## src/rtl/mac_seq_pkg.sv

```systemverilog
`default_nettype none
// ============================================================================
// Module   : mac_seq_pkg
// Brief    : Shared types and constants for the MAC sequencing controller.
// Revision : 1.0 - initial release
// ============================================================================
package mac_seq_pkg;

    typedef enum logic [2:0] {
        IDLE  = 3'd0,
        CLEAR = 3'd1,
        RUN   = 3'd2,
        DRAIN = 3'd3,
        DONE  = 3'd4
    } state_t;

    localparam int PERF_CNT_W = 16;

endpackage
`default_nettype wire

```

## src/rtl/mac_seq_ctrl.sv

```systemverilog
`default_nettype none
// ============================================================================
// Module   : mac_seq_ctrl
// Brief    : Sequences one matrix-vector product over a bank of MAC lanes.
//            Optional stall counter output enabled by MAC_SEQ_PERF_EN.
// Revision : 1.0 - initial release
// ============================================================================
module mac_seq_ctrl
    import mac_seq_pkg::*;
#(
    parameter int DATA_WIDTH = 8,
    parameter int NUM_LANES  = 8,
    parameter int VEC_LEN    = 8
) (
    input  logic                  clk,
    input  logic                  rst_n,
    input  logic                  start,
    input  logic                  abort,
    input  logic [NUM_LANES-1:0]  a_empty,
    input  logic                  b_empty,
    output logic [NUM_LANES-1:0]  a_rden,
    output logic                  b_rden,
    output logic                  mac_clr,
    output logic                  mac_en,
    output logic                  busy,
`ifdef MAC_SEQ_PERF_EN
    output logic [PERF_CNT_W-1:0] stall_cnt,
`endif
    output logic                  done
);

    localparam int CNT_W = $clog2(VEC_LEN + 1);
    localparam logic [CNT_W-1:0] c_LAST = CNT_W'(VEC_LEN - 1);

    generate
        if (VEC_LEN < 1 || DATA_WIDTH < 1) begin : g_bad_param
            $error("mac_seq_ctrl: VEC_LEN and DATA_WIDTH must be >= 1");
        end
    endgenerate

    state_t           r_state;
    state_t           w_state_nxt;
    logic [CNT_W-1:0] r_count;
    logic [CNT_W-1:0] w_count_nxt;
    logic             r_en_q;
    logic             w_go;
    logic             w_rd;

    always_comb begin
        w_state_nxt = r_state;
        w_count_nxt = r_count;
        w_go        = ~|a_empty & ~b_empty;
        w_rd        = 1'b0;
        mac_clr     = 1'b0;
        done        = 1'b0;
        case (r_state)
            IDLE: begin
                if (start) w_state_nxt = CLEAR;
            end
            CLEAR: begin
                mac_clr     = 1'b1;
                w_count_nxt = '0;
                w_state_nxt = RUN;
            end
            RUN: begin
                w_rd = w_go;
                if (w_go) begin
                    w_count_nxt = r_count + 1'b1;
                    if (r_count == c_LAST) w_state_nxt = DRAIN;
                end
            end
            DRAIN: w_state_nxt = DONE;
            DONE: begin
                done        = 1'b1;
                w_state_nxt = IDLE;
            end
            default: w_state_nxt = IDLE;
        endcase
        // Abort drops any read in flight so the enable pipe never carries it.
        if (abort && r_state != IDLE) begin
            w_state_nxt = IDLE;
            w_rd        = 1'b0;
            done        = 1'b0;
        end
    end

    assign a_rden = {NUM_LANES{w_rd}};
    assign b_rden = w_rd;
    assign mac_en = r_en_q;
    assign busy   = (r_state != IDLE);

    always_ff @(posedge clk) begin
        if (!rst_n) begin
            r_state <= IDLE;
            r_count <= '0;
            r_en_q  <= 1'b0;
        end else begin
            r_state <= w_state_nxt;
            r_count <= w_count_nxt;
            r_en_q  <= w_rd;
        end
    end

`ifdef MAC_SEQ_PERF_EN
    logic [PERF_CNT_W-1:0] r_stall_cnt;

    always_ff @(posedge clk) begin
        if (!rst_n) begin
            r_stall_cnt <= '0;
        end else if (r_state == CLEAR) begin
            r_stall_cnt <= '0;
        end else if (r_state == RUN && !w_go && r_stall_cnt != '1) begin
            r_stall_cnt <= r_stall_cnt + 1'b1;
        end
    end

    assign stall_cnt = r_stall_cnt;
`endif

endmodule
`default_nettype wire
```

## config.mk

```make
export PLATFORM = sky130hd
export DESIGN_NAME = mac_seq_ctrl
export DESIGN_NICKNAME = d
export VERILOG_FILES = /design/src/rtl/mac_seq_pkg.sv /design/src/rtl/mac_seq_ctrl.sv
export SDC_FILE = /design/constraint.sdc
export NUM_CORES = 1
export LEC_CHECK = 0
export ABC_CLOCK_PERIOD_IN_PS = 1900
export CELL_PAD_IN_SITES_DETAIL_PLACEMENT = 1
export CELL_PAD_IN_SITES_GLOBAL_PLACEMENT = 1
export CORE_MARGIN = 2
export CORE_UTILIZATION = 26
export DETAILED_ROUTE_END_ITERATION = 12
export GPL_TIMING_DRIVEN = 0
export PLACE_DENSITY = 0.8
export SYNTH_ARGS = -nofsm -noshare
export SYNTH_HDL_FRONTEND = slang
export SYNTH_SLANG_ARGS = --single-unit
```

## constraint.sdc

```tcl
create_clock -name clk -period 1.9 [get_ports clk]
set_input_delay 0.19 -clock clk [delete_from_list [all_inputs] [get_ports clk]]
set_output_delay 0.19 -clock clk [all_outputs]
set_load 0.1 [all_outputs]
```

==> run metrics <==
Post-synth ARST share=0; achievable frequency=between 0.5 and 0.6 GHz; CTS tree=built; layout cells sized above 1=0.438; status=complete, no violations; core area=between 0.0015 and 0.002 mm²; die area=around 0.0023 mm²; CTS Sinks=8; H-tree levels=1; vias=roughly 580; setup TNS=0 ps; Hold Vio Cnt, Final=0; Final Skew=around 5.9 ps; Final setup violation count=0; Distinct cells, synth=27; initial antenna violation count=0; Synth Register Bits=8; PortBufs=25; mean routed wirelength per cell=~13 µm; Pleak=0.474 nW; vias in the first global route=~590; DR iter-0 viols=6; Synth Instances=58; GRT Total Usage=0.139; Critical Path Start Type=input pin; period utilization=0.962; R2R Setup Slk=roughly 260 ps; dominant cell type by area after synthesis=dfxtp_1; kind of critical path=in -> out; antenna fix cells=0; CTS root buffer=clkbuf_4; worst reg-to-reg path cell count=7; number of remaining DRC errors=0; Hold Crit Start=r_count[1]; Tightest Hold Check Type=reg -> reg; Final Max Slew Viols=0; Die H=around 48 µm; CP max-delay cell=clkdlybuf4s50_1; DP HPWL=between 1 and 1.5 mm; WP data arrival=1640 ps; reg2reg end=r_count[3]; RSZ-0062 raised after global routing=yes; Crit path required time=1710 ps; largest net degree at the start of global routing=10; Syn. warnings=0; Synth area leaders=dfxtp_1 (31%), buf_4 (12%), nor4b_4 (4.6%); Final ANT Viol Nets=0; Die Width=between 40 and 50 µm; max-cap violations=0; total wire length=approximately 1.6 mm; initial core utilization=0.270; top post-synthesis cells by count=buf_4 (8), dfxtp_1 (8), nor2_1 (6); Clock Latency Late Sink=250 ps; Post-Synthesis Cell Area=around 500 µm²; row cnt=16; Main synth FF type=dfxtp_1; worst-margin pin slew=~970 ps; P&R area growth vs syn=106%; routability-driven placement congestion ratio=between 0.7 and 0.8; Post-Place Cells=110; Max FO, Critical Path=5; Power Dens Cells=about 380 mW/mm²; Final min period=roughly 1800 ps; worst slack, placed=-1120 ps; Post-synth EDFFs=0; Crit. End Element=output pin; reg2reg start=r_state[1]; CTS Hold Bufs=0; Top Ports=26; clock buffer depth=2; GRT overflow=0; sequential-to-total area share from yosys stat=0.312; Yosys top cell area share=0.312; Nets=roughly 110; crit path cell chain=clkdlybuf4s50_1, nor4b_4, clkdlybuf4s15_2; TritonCTS Buffers=3; average size of a mapped cell=8.84 µm²; Max rail drop VDD=0.000264 V; first-pass detailed-route iteration total=4; Syn Nets=72; Reg clk slew, reported paths=around 60 ps; post-route setup slack=about 72 ps; first-pass GRT wire length=2.52 mm; Final Non-Filler Cells=between 100 and 150; vias per cell=around 4.7; Hold Path Sink=r_count[1]; max incr delay on CP=just under 600 ps; final hold slack=between 400 and 500 ps; Slew headroom=0.350; Hold Path Depth=2
-- critical path, delay by kind of cell --
| family | cells | cell delay (ps) |
|---|---|---|
| buffers and inverters | 2 | 1180 |
| and+or+nand+nor | 1 | 270 |
-- placed cells by master (no fill, tap or decap), types with 2 or more instances in the layout --
| cell | instances |
|---|---|
| buf_4 | 13 |
| nor3b_1 | 2 |
| dfxtp_1 | 6 |
| dfxtp_2 | 2 |
| nor2_1 | 4 |
| nor4_1 | 2 |
| buf_12 | 8 |
| nand3_1 | 3 |
| clkdlybuf4s50_1 | 7 |
| nor4b_4 | 2 |
| buf_6 | 6 |
| dlymetal6s2s_1 | 6 |
| clkdlybuf4s15_2 | 3 |
| nand2_1 | 3 |
| nand4_1 | 2 |
| nor2_4 | 2 |
| clkbuf_4 | 3 |
| nor3_1 | 3 |
| inv_1 | 3 |
| nand2b_1 | 2 |
-- area by class of cell --
class	instances	area, µm²
clock buffers	3	22.5
well taps	27	33.8
repair buffers	34	422
fillers	198	846
flip-flops and latches	8	163
plain buffers	9	82.6
multi-input cells	39	322
inverters	3	11.3
-- flip-flops by register name (all words and copies together), names as in the netlist --
name     count
mac_en       1
r_count      4
r_state      3
-- per-stage QoR --
stage / util / power (mW) / cell area, µm²
after floorplan: - / 0.225 / 543
after global placement: 0.435 / 0.265 / 827
final: 0.555 / 0.398 / 1060
after detailed placement: 0.435 / 0.266 / 827
after global routing: 0.555 / 0.422 / 1060
after CTS: 0.513 / 0.398 / 975
-- per-layer routing --
metal,up-vias,track usage,share of wire
met4,0,0.0714,0.017
li1,282,-,-
met3,2,0.0216,0.055
met2,30,0.271,0.55
met5,-,0,0
met1,261,0.141,0.38
-- logic make-up (layout without fill, tap and decap cells) --
family | count (synthesis) | after routing | share of synthesized area
multiplexers | 1 | 1 | 0.0195
AO/OA/AOI/OAI | 5 | 5 | 0.0829
AND/OR/NAND/NOR | 30 | 31 | 0.383
adder cells (fa/ha/maj) | 1 | 1 | 0.0244
buffers and inverters | 12 | 49 | 0.161
XOR/XNOR | 1 | 1 | 0.0171
flip-flops | 8 | 8 | 0.312
-- worst max-delay path by stage --
stage          startpoint   endpoint  slack, ps  cells past startpoint
5_1_grt        r_state[1]  a_rden[6]        -60                      7
2_1_floorplan  r_state[1]  a_rden[0]       -200                      5
3_3_place_gp   a_empty[2]  a_rden[4]      -1090                      6
4_1_cts        r_state[1]  a_rden[3]        -30                      7
3_5_place_dp   a_empty[2]  a_rden[6]      -1120                      6
6_report            abort       done         70                      3
-- report_power, final --
part | switching [mW] | internal (mW) | total, mW
Clock | 0.0558 | 0.0722 | 0.128
Combinational | 0.0531 | 0.0421 | 0.0952
Sequential | 0.00368 | 0.171 | 0.174
Total | 0.113 | 0.285 | 0.398
-- repair_timing --
item	CTS	global route
gates resized for setup	88	14
pin swaps	3	2
endpoints found under the setup margin	12	10
buffers inserted	4	5
cloned	1	0
(Power assumes the default switching activity.)
==> patch 1, RTL diff (same flow settings) <==
Build with the macro `MAC_SEQ_PERF_EN` defined.
--- a/src/rtl/mac_seq_ctrl.sv
+++ b/src/rtl/mac_seq_ctrl.sv
@@ -6,4 +6,6 @@
 // Revision : 1.0 - initial release
 // ============================================================================
+`define MAC_SEQ_PERF_EN
+
 module mac_seq_ctrl
     import mac_seq_pkg::*;
Function (old outputs only; new: stall_cnt): kept (equiv_simple and equiv_induct, registers matched by name and starting in step).
==> patch 1 against the unedited design <==
- the run now ends with setup timing left
- total power grew to 2.6 times the old value
- sequential cell count is 16 higher
- sequential share of layout area rose by 8.3 points
- synthesized area increased to 2.6 times the old value
- cell area grew 120%
- worst setup slack got worse by 0.16 ns
- first-iteration DRC count rose to 6.3 times the old value
- fmax is 8.2% lower
- global-route usage increased by 1.0 points
- die area up 140%
- routed wire length grew to 2.8 times the old value
- via count up 140%
- critical path depth up 5
==> patch 1: results (changes against the unedited design) <==
status=complete, but fails checks (was complete, no violations); failing checks=setup timing; CTS clk-pin slew, worst paths=0.10 ns (was 0.06 ns); register area share after synthesis=0.360 (was 0.312); Switching Fraction=0.278 (was 0.283); final worst slack=-0.0911 ns (was 0.0722 ns); Final setup viols=9 (was 0); Root Buffer=clkbuf_8 (was clkbuf_4); FF-to-FF setup slack=0.11 ns (was 0.26 ns); syn_nets=169 (was 72); vias per inst=4.87 (was 4.67); reg2reg end=stall_cnt[15] (was r_count[3]); cells taking the most area after synthesis=dfxtp_1 (36%), nor2_1 (6.2%), nand3_1 (6.0%) (was dfxtp_1 (31%), buf_4 (12%), nor4b_4 (4.6%)); worst-path maximum fanout=7 (was 5); post-synth cell types=38 (was 27); Critical Path AT=1.80 ns (was 1.64 ns); Clk Latency, worst-skew pair=0.29 ns (was 0.25 ns); worst r2r path cells=6 (was 7); final wirelength=4340 µm (was 1550 µm); first-pass GRT wire length=6490 µm (was 2520 µm); routability cong.=0.757 (was 0.716); top post-synthesis cells by count=dfxtp_1 (24), nor2_1 (22), nand3_1 (16) (was buf_4 (8), dfxtp_1 (8), nor2_1 (6)); CP endpoint=a_rden[4] (was done); max FFs per register=16 (was 4); largest net degree at the start of global routing=14 (was 10)
patch 1: changes by cell type in the layout (fill, tap and decap cells not counted), moves of 13 or more:
cell	before	now
dlygate4sd2_1	0	19
nor2_1	4	19
dfxtp_4	0	14
nand3_1	3	16
patch 1: worst min path at each step:
| stage | startpoint | end | slack (ns) | cells after the start |
|---|---|---|---|---|
| floorplan | abort | r_state[1] | 0.26 | 1 |
| global placement | r_count[3] | r_count[3] | 0.47 | 2 |
| detailed placement | r_count[3] | r_count[3] | 0.49 | 2 |
| CTS | r_count[3] | r_count[3] | 0.50 | 2 |
| global route | r_count[3] | r_count[3] | 0.55 | 2 |
| finish | r_count[3] | r_count[3] | 0.51 | 2 |
patch 1: routing by layer:
metal,vias to the layer above,share of wire,global-route usage
li1,676,-,-
met1,682,0.46,0.194
met2,24,0.50,0.252
met3,6,0.027,0.0265
met4,0,0.013,0.0448
met5,-,0,0
patch 1: power by group through the flow:
stage / logic (mW) / registers [mW] / clock network [mW]
floorplan: 0.0830 / 0.506 / 0
global placement: 0.139 / 0.501 / 0
detailed placement: 0.141 / 0.501 / 0
CTS: 0.144 / 0.493 / 0.370
global route: 0.155 / 0.495 / 0.404
finish: 0.147 / 0.494 / 0.375
patch 1: layout make-up:
type | count | area, µm²
fill | 572 | 2770
clock buffer | 4 | 55.1
inverter | 2 | 7.51
timing repair buffer | 57 | 596
tap | 70 | 87.6
sequential | 24 | 539
buffer | 11 | 130
multi-input combinational | 117 | 858
patch 1: repair_timing:
item	CTS	global route
setup buffers	10	6
gates cloned	1	0
pin swaps	6	3
resized for setup	112	14
endpoints found under the setup margin	36	15
patch 1: critical path, cell delays in order, from the launching register on:
cell and delay [ns]:
dfxtp_2 0.33, buf_6 0.12, nor3b_4 0.23, nand4_1 0.14, buf_6 0.16, nor2_4 0.13, buf_12 0.13, buf_6 0.09
buf_12 0.16
patch 1: logic make-up after synthesis:
| kind of cell | synth area share |
|---|---|
| flops | 0.360 |
| simple gates | 0.361 |
| buf+inv | 0.0684 |
| compound gates | 0.0918 |
| fa+ha+maj | 0.0187 |
| xor+xnor | 0.0853 |
| mux | 0.0150 |
patch 1: stage by stage:
step                      TNS [ns]   util  hold WS, ns  setup WS [ns]  instances
after floorplan              -2.92      -        0.259         -0.229        154
after detailed placement    -15.01  0.393        0.488          -1.47        265
after global routing         -1.01  0.451        0.548         -0.141        285
after CTS                  -0.0159  0.433        0.501       -0.00810        279
after global placement      -13.42  0.393        0.466          -1.34        265
final                       -0.546  0.451        0.511        -0.0911        285
==> patch 2, RTL diff (same flow settings) <==
Made on the original files. Re-encode `state_t` (5 states) as Gray code, 3 bits wide.
--- a/src/rtl/mac_seq_pkg.sv
+++ b/src/rtl/mac_seq_pkg.sv
@@ -8,9 +8,9 @@
 
     typedef enum logic [2:0] {
-        IDLE  = 3'd0,
-        CLEAR = 3'd1,
-        RUN   = 3'd2,
-        DRAIN = 3'd3,
-        DONE  = 3'd4
+        IDLE  = 3'b000,
+        CLEAR = 3'b001,
+        RUN   = 3'b011,
+        DRAIN = 3'b010,
+        DONE  = 3'b110
     } state_t;
 
Check against the original RTL: same outputs for any inputs over 10 cycles, from zero or initial values and one cycle with rst_n low; not proved beyond that.
==> patch 2 against the unedited design <==
- clock power grew 5%
- largest cell class unchanged
- routed wire length shrank 8.6%
- sequential cell count is the same
- global-route usage shrank 0.81 points
- critical endpoint is now a_rden[4]
- sequential share of layout area grew 0.48 points
- synthesized area grew 1.2%
- fmax grew 0.98%
- cell area shrank 2.3%
- total power grew 4.3%
- clock skew shrank 0.0046 ns
- via count shrank 1.6%
- worst setup slack gained 0.018 ns
==> patch 2: results (changes against the unedited design) <==
vias=566 (was 575); Setup Skew=0.00130 ns (was 0.00586 ns); worst r2r path cells=5 (was 7); actual slew at the worst max-slew pin=0.974 ns (about the same); post-synth cell types=22 (was 27); Lkg Pwr=0.479 nW (was 0.474 nW); XOR/XNOR Fraction of Synth Area=0 (was 0.0171); cells taking the most area after synthesis=dfxtp_1 (31%), buf_4 (12%), nor3_1 (4.8%) (was dfxtp_1 (31%), buf_4 (12%), nor4b_4 (4.6%)); Clock Power Share=0.325 (was 0.322); met1 Resource Use GR=0.134 (was 0.141); post-DP HPWL=1050 µm (was 1090 µm); first-pass GRT wire length=2390 µm (was 2520 µm); DR iter-0 viols=3 (was 6); hold slack final=0.456 ns (was 0.487 ns); post-CTS setup buffer count=2 (was 4); hold depth=1 (was 2); metal2 WL=749 µm (was 856 µm); Critical Path Slowest Stage Cell=or3_4 (was clkdlybuf4s50_1); GR Util All Layers=0.131 (was 0.139); FF-to-FF setup slack=0.35 ns (was 0.26 ns); Initial DRT Pass Iterations=3 (was 4); Pint=0.285 mW (about the same); Post-Synth Adder-Cell Area=0.0241 (was 0.0244); pre-CTS setup slack=-1.11 ns (was -1.12 ns); register area share after synthesis=0.308 (was 0.312); CP top delay family=simple AND/OR/NAND/NOR gates (was buffers and inverters); DP Area=828 µm² (was 827 µm²); wire length on met3=60 µm (was 86 µm); slowest cell delay on critical path=0.44 ns (was 0.59 ns); largest net degree at the start of global routing=9 (was 10); Synth Warn #=0 (unchanged); reg2reg end=r_count[2] (was r_count[3]); post-synthesis mux area share=0 (was 0.0195); post-cts sizing count=93 (was 88); final wirelength=1420 µm (was 1550 µm); met2 Use GR=0.249 (was 0.271); status=complete, no violations (unchanged); Crit. Startpoint=r_state[2] (was abort); share of layout cells above drive strength 1=0.398 (was 0.438); total combinational power=0.105 mW (was 0.0952 mW); CP endpoint=a_rden[4] (was done); met1 WL=572 µm (was 582 µm); final worst slack=0.0900 ns (was 0.0722 ns); syn_nets=74 (was 72); compound-gate portion of the synthesized area=0.0819 (was 0.0829); hold path startpoint=r_state[0] (was r_count[1]); routability cong.=0.732 (was 0.716); Worst VDD drop=0.241 mV (was 0.264 mV); Min-Delay Endpoint=r_state[2] (was r_count[1])
## patch 2: changes by cell type in the layout (fill, tap and decap cells not counted), sizes merged, moves of 2 or more
cell | unedited run | this run
a21oi | 0 | 3
and3 | 0 | 3
buf | 27 | 21
clkdlybuf4s50 | 7 | 5
dlygate4sd2 | 0 | 2
nor2 | 7 | 5
nor2b | 0 | 2
nor3 | 3 | 5
## patch 2: final cells by class
class,instances,area [µm²]
clock buffer,3,22.5
timing repair buffer,29,378
multi-input combinational,41,329
buffer,8,90.1
inverter,4,15.0
sequential,8,164
tap,27,33.8
fill,217,890
## patch 2: per-stage QoR
step           cells  utilization
2_1_floorplan     60            -
3_3_place_gp     112        0.431
3_5_place_dp     112        0.431
4_1_cts          118        0.503
5_1_grt          120        0.537
6_report         120        0.537
## patch 2: kinds of logic after synthesis
family	after synthesis
adders and majority gates	1
AOI/OAI and AO/OA	6
and+or+nand+nor	33
buffers and inverters	12
DFF	8
